**config.mk**
```make
export PLATFORM = sky130hd
export DESIGN_NAME = backdoor_mem_sequencer
export DESIGN_NICKNAME = d
export VERILOG_FILES = /design/src/rtl/backdoor_pkg.sv /design/src/rtl/backdoor_req_fifo.sv /design/src/rtl/backdoor_mem_sequencer.sv
export SDC_FILE = /design/constraint.sdc
export NUM_CORES = 1
export LEC_CHECK = 0
export ABC_AREA = 1
export BUFFER_PORTS_ARGS = -buffer_cell sky130_fd_sc_hd__buf_4
export CAP_MARGIN = 20
export CORE_MARGIN = 2
export CORE_UTILIZATION = 62
export CTS_CLUSTER_DIAMETER = 100
export DETAILED_ROUTE_END_ITERATION = 8
export GPL_TIMING_DRIVEN = 0
export HOLD_SLACK_MARGIN = 0.05
export PLACE_DENSITY = 0.85
export SLEW_MARGIN = 15
export SYNTH_ARGS = -nofsm -noshare
export SYNTH_HDL_FRONTEND = slang
export SYNTH_SLANG_ARGS = --single-unit
export TNS_END_PERCENT = 30
```
**constraint.sdc**
```tcl
create_clock -name clk -period 12.6 [get_ports clk]
set_input_delay 1.26 -clock clk [delete_from_list [all_inputs] [get_ports clk]]
set_output_delay 1.26 -clock clk [all_outputs]
set_load 0.01 [all_outputs]
```
**src/rtl/backdoor_pkg.sv**
```systemverilog
// Shared types for the backdoor memory sequencer: FSM states, target select, request word.
// Latency: n/a (types only).
// Backpressure: n/a (types only).
package backdoor_pkg;

    typedef enum logic [2:0] {
        IDLE,
        SP_WR,
        SP_RD,
        SP_RDW,
        FL_XFER,
        FL_RDW,
        RSP
    } state_e;

    typedef enum logic {
        TGT_SP = 1'b0,
        TGT_FL = 1'b1
    } tgt_e;

    typedef struct packed {
        logic        write;
        tgt_e        sel;
        logic [31:0] addr;
        logic [63:0] wdata;
    } req_t;

    localparam logic [7:0] SP_FULL_MASK = 8'hFF;

endpackage

```
**src/rtl/backdoor_req_fifo.sv**
```systemverilog
// Generic synchronous FIFO of type T; head entry is always visible on pop_dat.
// Latency: a pushed entry is visible at the head the cycle after the push.
// Backpressure: full refuses a push unless a pop is accepted in the same cycle.
module backdoor_req_fifo #(
    parameter int  DEPTH = 4,
    parameter type T     = logic [7:0]
) (
    input  logic core_clk,
    input  logic rstn,
    input  logic push_vld,
    input  T     push_dat,
    input  logic pop,
    output T     pop_dat,
    output logic full,
    output logic empty
);

    localparam int AW = (DEPTH > 1) ? $clog2(DEPTH) : 1;

    T              mem_q [DEPTH];
    logic [AW-1:0] wr_ptr_q, wr_ptr_d;
    logic [AW-1:0] rd_ptr_q, rd_ptr_d;
    logic [AW:0]   cnt_q, cnt_d;
    logic          push_ok, pop_ok;

    assign full    = (cnt_q == (AW+1)'(DEPTH));
    assign empty   = (cnt_q == '0);
    assign pop_dat = mem_q[rd_ptr_q];

    always_comb begin
        pop_ok   = pop && !empty;
        push_ok  = push_vld && (!full || pop_ok);
        wr_ptr_d = push_ok ? wr_ptr_q + AW'(1) : wr_ptr_q;
        rd_ptr_d = pop_ok  ? rd_ptr_q + AW'(1) : rd_ptr_q;
        cnt_d    = cnt_q;
        if (push_ok && !pop_ok) begin
            cnt_d = cnt_q + (AW+1)'(1);
        end else if (pop_ok && !push_ok) begin
            cnt_d = cnt_q - (AW+1)'(1);
        end
    end

    always_ff @(posedge core_clk) begin
        if (!rstn) begin
            wr_ptr_q <= '0;
            rd_ptr_q <= '0;
            cnt_q    <= '0;
        end else begin
            wr_ptr_q <= wr_ptr_d;
            rd_ptr_q <= rd_ptr_d;
            cnt_q    <= cnt_d;
        end
    end

    // Payload storage carries no reset; occupancy is tracked by cnt_q alone.
    always_ff @(posedge core_clk) begin
        if (push_ok) begin
            mem_q[wr_ptr_q] <= push_dat;
        end
    end

endmodule

```
**src/rtl/backdoor_mem_sequencer.sv**
```systemverilog
// Serialises backdoor requests onto a 64-bit scratchpad or a byte-wide flash, one at a time, in order.
// Latency from pop: SP write 2, SP read 3, misaligned SP 1, flash write 9, flash read 10 cycles.
// Backpressure: req_ready drops when the request FIFO is full; a held target stalls the head; no rsp backpressure.
module backdoor_mem_sequencer
    import backdoor_pkg::*;
#(
    parameter int SP_ADDR_W  = 16,
    parameter int FIFO_DEPTH = 4
) (
    input  logic                 clk,
    input  logic                 rstn,
    input  logic                 req_valid,
    output logic                 req_ready,
    input  logic                 req_write,
    input  logic                 req_sel,
    input  logic [31:0]          req_addr,
    input  logic [63:0]          req_wdata,
    output logic                 rsp_valid,
    output logic                 rsp_err,
    output logic [63:0]          rsp_rdata,
    input  logic                 sp_hold,
    input  logic                 fl_hold,
    output logic                 sp_en,
    output logic                 sp_write,
    output logic [7:0]           sp_mask,
    output logic [SP_ADDR_W-1:0] sp_addr,
    output logic [63:0]          sp_wdata,
    input  logic [63:0]          sp_rdata,
    output logic                 fl_en,
    output logic                 fl_we,
    output logic [31:0]          fl_addr,
    output logic [7:0]           fl_wdata,
    input  logic [7:0]           fl_rdata
);

    req_t push_dat, head;
    logic push_vld, pop_vld, full, empty, head_hold;

    state_e               state_q, state_d;
    logic                 xfer_write_q, xfer_write_d;
    logic [31:0]          xfer_addr_q, xfer_addr_d;
    logic [63:0]          xfer_wdata_q, xfer_wdata_d;
    logic [2:0]           cnt_q, cnt_d;
    logic [55:0]          buf_q, buf_d;
    logic                 rsp_valid_q, rsp_valid_d;
    logic                 rsp_err_q, rsp_err_d;
    logic [63:0]          rsp_rdata_q, rsp_rdata_d;
    logic                 sp_en_q, sp_en_d, sp_write_q, sp_write_d;
    logic [7:0]           sp_mask_q, sp_mask_d;
    logic [SP_ADDR_W-1:0] sp_addr_q, sp_addr_d;
    logic [63:0]          sp_wdata_q, sp_wdata_d;
    logic                 fl_en_q, fl_en_d, fl_we_q, fl_we_d;
    logic [31:0]          fl_addr_q, fl_addr_d;
    logic [7:0]           fl_wdata_q, fl_wdata_d;

    // Gating with rstn keeps the handshake closed for the whole reset window.
    assign req_ready = rstn && !full;
    assign push_vld  = req_valid && req_ready;
    assign push_dat  = '{write: req_write, sel: tgt_e'(req_sel), addr: req_addr, wdata: req_wdata};
    assign head_hold = (head.sel == TGT_FL) ? fl_hold : sp_hold;

    backdoor_req_fifo #(
        .DEPTH (FIFO_DEPTH),
        .T     (req_t)
    ) u_req_fifo (
        .core_clk (clk),
        .rstn     (rstn),
        .push_vld (push_vld),
        .push_dat (push_dat),
        .pop      (pop_vld),
        .pop_dat  (head),
        .full     (full),
        .empty    (empty)
    );

    always_comb begin
        state_d      = state_q;
        xfer_write_d = xfer_write_q;
        xfer_addr_d  = xfer_addr_q;
        xfer_wdata_d = xfer_wdata_q;
        cnt_d        = cnt_q;
        buf_d        = buf_q;
        rsp_valid_d  = 1'b0;
        rsp_err_d    = rsp_err_q;
        rsp_rdata_d  = rsp_rdata_q;
        sp_en_d      = 1'b0;
        sp_write_d   = 1'b0;
        sp_mask_d    = 8'h00;
        sp_addr_d    = '0;
        sp_wdata_d   = 64'h0;
        fl_en_d      = 1'b0;
        fl_we_d      = 1'b0;
        fl_addr_d    = 32'h0;
        fl_wdata_d   = 8'h00;
        pop_vld      = 1'b0;

        case (state_q)
            IDLE: begin
                if (!empty && !head_hold) begin
                    pop_vld      = 1'b1;
                    xfer_write_d = head.write;
                    xfer_addr_d  = head.addr;
                    xfer_wdata_d = head.wdata;
                    cnt_d        = 3'd0;
                    buf_d        = '0;
                    if (head.sel == TGT_FL) begin
                        state_d    = FL_XFER;
                        fl_en_d    = 1'b1;
                        fl_we_d    = head.write;
                        fl_addr_d  = head.addr;
                        fl_wdata_d = head.write ? head.wdata[7:0] : 8'h00;
                    end else if (head.addr[2:0] != 3'd0) begin
                        state_d     = RSP;
                        rsp_valid_d = 1'b1;
                        rsp_err_d   = 1'b1;
                        rsp_rdata_d = 64'h0;
                    end else begin
                        state_d    = head.write ? SP_WR : SP_RD;
                        sp_en_d    = 1'b1;
                        sp_write_d = head.write;
                        sp_mask_d  = SP_FULL_MASK;
                        sp_addr_d  = head.addr[SP_ADDR_W+2:3];
                        sp_wdata_d = head.write ? head.wdata : 64'h0;
                    end
                end
            end
            SP_WR: begin
                state_d     = RSP;
                rsp_valid_d = 1'b1;
                rsp_err_d   = 1'b0;
                rsp_rdata_d = 64'h0;
            end
            SP_RD: state_d = SP_RDW;
            SP_RDW: begin
                state_d     = RSP;
                rsp_valid_d = 1'b1;
                rsp_err_d   = 1'b0;
                rsp_rdata_d = sp_rdata;
            end
            FL_XFER: begin
                // fl_rdata trails the byte address by one cycle.
                for (int b = 0; b < 7; b++) begin
                    if (!xfer_write_q && cnt_q == 3'(b + 1)) begin
                        buf_d[8*b +: 8] = fl_rdata;
                    end
                end
                if (cnt_q != 3'd7) begin
                    cnt_d      = cnt_q + 3'd1;
                    fl_en_d    = 1'b1;
                    fl_we_d    = xfer_write_q;
                    fl_addr_d  = xfer_addr_q + 32'(cnt_d);
                    fl_wdata_d = xfer_write_q ? xfer_wdata_q[{cnt_d, 3'b000} +: 8] : 8'h00;
                end else if (xfer_write_q) begin
                    state_d     = RSP;
                    rsp_valid_d = 1'b1;
                    rsp_err_d   = 1'b0;
                    rsp_rdata_d = 64'h0;
                end else begin
                    state_d = FL_RDW;
                end
            end
            FL_RDW: begin
                state_d     = RSP;
                rsp_valid_d = 1'b1;
                rsp_err_d   = 1'b0;
                rsp_rdata_d = {fl_rdata, buf_q};
            end
            RSP:     state_d = IDLE;
            default: state_d = IDLE;
        endcase
    end

    always_ff @(posedge clk) begin
        if (!rstn) begin
            state_q      <= IDLE;
            xfer_write_q <= 1'b0;
            xfer_addr_q  <= 32'h0;
            xfer_wdata_q <= 64'h0;
            cnt_q        <= 3'd0;
            buf_q        <= '0;
            rsp_valid_q  <= 1'b0;
            rsp_err_q    <= 1'b0;
            rsp_rdata_q  <= 64'h0;
            sp_en_q      <= 1'b0;
            sp_write_q   <= 1'b0;
            sp_mask_q    <= 8'h00;
            sp_addr_q    <= '0;
            sp_wdata_q   <= 64'h0;
            fl_en_q      <= 1'b0;
            fl_we_q      <= 1'b0;
            fl_addr_q    <= 32'h0;
            fl_wdata_q   <= 8'h00;
        end else begin
            state_q      <= state_d;
            xfer_write_q <= xfer_write_d;
            xfer_addr_q  <= xfer_addr_d;
            xfer_wdata_q <= xfer_wdata_d;
            cnt_q        <= cnt_d;
            buf_q        <= buf_d;
            rsp_valid_q  <= rsp_valid_d;
            rsp_err_q    <= rsp_err_d;
            rsp_rdata_q  <= rsp_rdata_d;
            sp_en_q      <= sp_en_d;
            sp_write_q   <= sp_write_d;
            sp_mask_q    <= sp_mask_d;
            sp_addr_q    <= sp_addr_d;
            sp_wdata_q   <= sp_wdata_d;
            fl_en_q      <= fl_en_d;
            fl_we_q      <= fl_we_d;
            fl_addr_q    <= fl_addr_d;
            fl_wdata_q   <= fl_wdata_d;
        end
    end

    assign rsp_valid = rsp_valid_q;
    assign rsp_err   = rsp_err_q;
    assign rsp_rdata = rsp_rdata_q;
    assign sp_en     = sp_en_q;
    assign sp_write  = sp_write_q;
    assign sp_mask   = sp_mask_q;
    assign sp_addr   = sp_addr_q;
    assign sp_wdata  = sp_wdata_q;
    assign fl_en     = fl_en_q;
    assign fl_we     = fl_we_q;
    assign fl_addr   = fl_addr_q;
    assign fl_wdata  = fl_wdata_q;

endmodule

```
==> out/results.ini <==
[outcome]
status = finished clean

[global_route]
grt_busiest_layer = met2
grt_pass1_wl_um = 141000
grt_pass1_vias = 24400
grt-ovfl-total = 0
grt_max_degree = 26
grt_antenna_before_repair = 5
met3_usage = 0.0722
use_met2 = 0.606
grt_util_all_layers = 0.376
grt_util_met1 = 0.491

[layout]
regArea_um2 = 18900
multi_input_area_um2 = 8690
n_fill_cell = 3108
final_core_util = 0.760
area_delta_synth_final_pct = 21.8
drive_above_1_share = 0.160
nNetsFinal = 3728

[worst_setup_path]
end_kind = output pin
slowest_delay_ns = 0.61
worstPathCellList = buf_4 > clkbuf_1 > inv_1 > a31oi_1 > buf_4
worstPathArrival_ns = 3.03
cpMostUsedCell = buf_4
crit_fanout = 10
path_class = input pin to output pin
cp_data_required_time_ns = 11.34
setup.worst_path.start_class = input pin
slowest_stage = a31oi_1

[clock_tree]
root_buffer = clkbuf_16
cts.sinks = 750
cts_resized = 0
cts_buffers = 74
post_cts_buffers = 0
cts-htree-levels = 3
cts_tree = yes
hold_buffers = 0
clkSlewWorstSetupHoldPaths_ns = 0.06
clk_latency_ns = 0.63
cts_buffer_depth = 3

[logic_synthesis]
synth.distinct_cells = 36
avgSynthCellArea_um2 = 9.65
yosysSeqAreaShare = 0.640
yosysWarnings = 0
yosys_register_bits = 750
synthesis.area_um2 = 29600
synth_cells = 3070
synthesis.nets = 3261

[floorplan]
initial_core_util = 0.624
rows = 80
fp.dieW_um = 223
ios = 374
core_um2 = 47400
die_y_um = 223
fp.dieArea_um2 = 49500

[timing]
skew_ns = 0.0300
drv_slew = 0
grt_setup_unrepaired = no
timing.final.crit_share = 0.340
worst_pin_slew_ns = 1.04
max_freq_mhz = 233
slew_headroom = 0.310
tns_ns = 0
fin_crit_ns = 4.29
final-hold-violation-count = 0
setup_violations = 0

[route]
drt_iter0_drc = 3792
postRouteWirelength_um = 95700
drc = 0
wl_per_cell_um = 22.7
dr.pass1.iters = 9
vias = 25700
viasPerCell = 6.09
antenna_left = 0

[placement]
place.gp.congestion = 0.968
dp_hpwl_um = 67200
port-buffer-count = 373

[min_path]
hold_path.class = register to register

[power_and_ir_drop]
max-vdd-ir-drop_mv = 0.148
power_density_nw_per_um2 = 226
p_leak_nw = 14.9

[flow_run]
drv_cap = 0

## sequential cells by signal, indices dropped and copies added (netlist names), 8 cells and up, named ones only
register / flops
fl_wdata: 8
rsp_rdata: 64
sp_addr: 16
buf_q: 56
u_req_fifo.mem_q: 392
fl_addr: 32
xfer_addr_q: 32
xfer_wdata_q: 64
sp_wdata: 64
## final timing paths
kind	slack [ns]	end	depth (start not counted)	startpoint
worst max register to register	8.50	fl_addr[24]$_SDFF_PN0_	15	cnt_q[0]$_SDFFE_PN0P_
worst min-delay path	0.50	xfer_addr_q[31]$_SDFFE_PN0N_	2	xfer_addr_q[31]$_SDFFE_PN0N_
worst min register to register	0.50	xfer_addr_q[31]$_SDFFE_PN0N_	2	xfer_addr_q[31]$_SDFFE_PN0N_
worst max-delay path	8.31	req_ready	5	rstn
## synth_stat cells, drive strengths merged
master | count | share of area
ha | 14 | 0.0059
o221ai | 16 | 0.0047
o21ai | 210 | 0.035
dfxtp | 358 | 0.24
a31oi | 1 | 0.00021
nand2 | 452 | 0.057
a32o | 41 | 0.014
nor3 | 20 | 0.0034
nand3b | 1 | 0.00025
buf | 88 | 0.017
a32oi | 2 | 0.00059
o21bai | 20 | 0.0051
fa | 2 | 0.0014
inv | 290 | 0.037
nand3 | 167 | 0.028
nor4 | 1 | 0.00021
o211ai | 1 | 0.00025
edfxtp | 392 | 0.40
clkinv | 4 | 0.00051
o22ai | 107 | 0.023
a21oi | 261 | 0.044
nand4 | 19 | 0.0040
nor2 | 479 | 0.061
clkbuf | 112 | 0.014
or2 | 1 | 0.00021
a211oi | 10 | 0.0025
a21o | 1 | 0.00025
## worst max-delay path: cells and delay by family
kind                   cells  cell delay (ns)
buffers and inverters      4             1.15
AOI/OAI and AO/OA          1             0.61
## placed cells by master, fill, tap and decap left out, drive strengths merged, types with 2 or more instances in the layout
cell type and instances:
clkinv 22, a32oi 2, nand4 19, o21ai 210, a32o 41, o22ai 107, clkbuf 221, diode 5
o221ai 16, inv 295, nor2 479, nor3 20, edfxtp 392, buf 479, a211oi 10, bufinv 4
fa 2, o21bai 20, a21oi 261, nand2 452, ha 14, dfxtp 358, nand3 167
## stage by stage
stage | hold slack, ns | setup WS [ns] | instances | power (mW) | area [µm²]
global placement | 0.458 | 1.67 | 4058 | 5.75 | 33200
CTS | 0.494 | 8.40 | 4212 | 8.06 | 36000
global route | 0.506 | 8.28 | 4215 | 8.50 | 36100
detailed placement | 0.483 | 7.86 | 4076 | 5.85 | 33600
floorplan | 0.444 | 5.80 | 3070 | 4.83 | 29600
finish | 0.498 | 8.31 | 4217 | 8.16 | 36100
## layout make-up
type,count,area share
Buffer,200,0.0253
Tap cell,615,0.0213
Clock inverter,27,0.00753
Clock buffer,109,0.0596
Sequential cell,750,0.525
Multi-Input combinational cell,1826,0.241
Inverter,294,0.0306
Antenna cell,5,0.000347
Timing Repair Buffer,391,0.0891
## logic make-up (layout without fill, tap and decap cells)
group	after synthesis	in the layout	share of synthesized area
buf+inv	494	1021	0.0681
other cells	0	5	0
fa+ha+maj	16	16	0.00727
simple gates	1140	1140	0.155
compound gates	670	670	0.130
flops	750	750	0.640
## routing by layer
metal  up-vias  routed length (µm)
met2      1899               45100
met3       303               10600
met4         2                4550
met1     12200               35500
met5         -                   9
li1      11300                   -
## power by group
| part | switching (mW) | internal [mW] | total (mW) |
|---|---|---|---|
| logic | 1.95 | 0.850 | 2.80 |
| registers | 0.214 | 2.94 | 3.16 |
| clock network | 0.933 | 1.27 | 2.20 |
No activity file was read; power rests on OpenSTA's default activity.
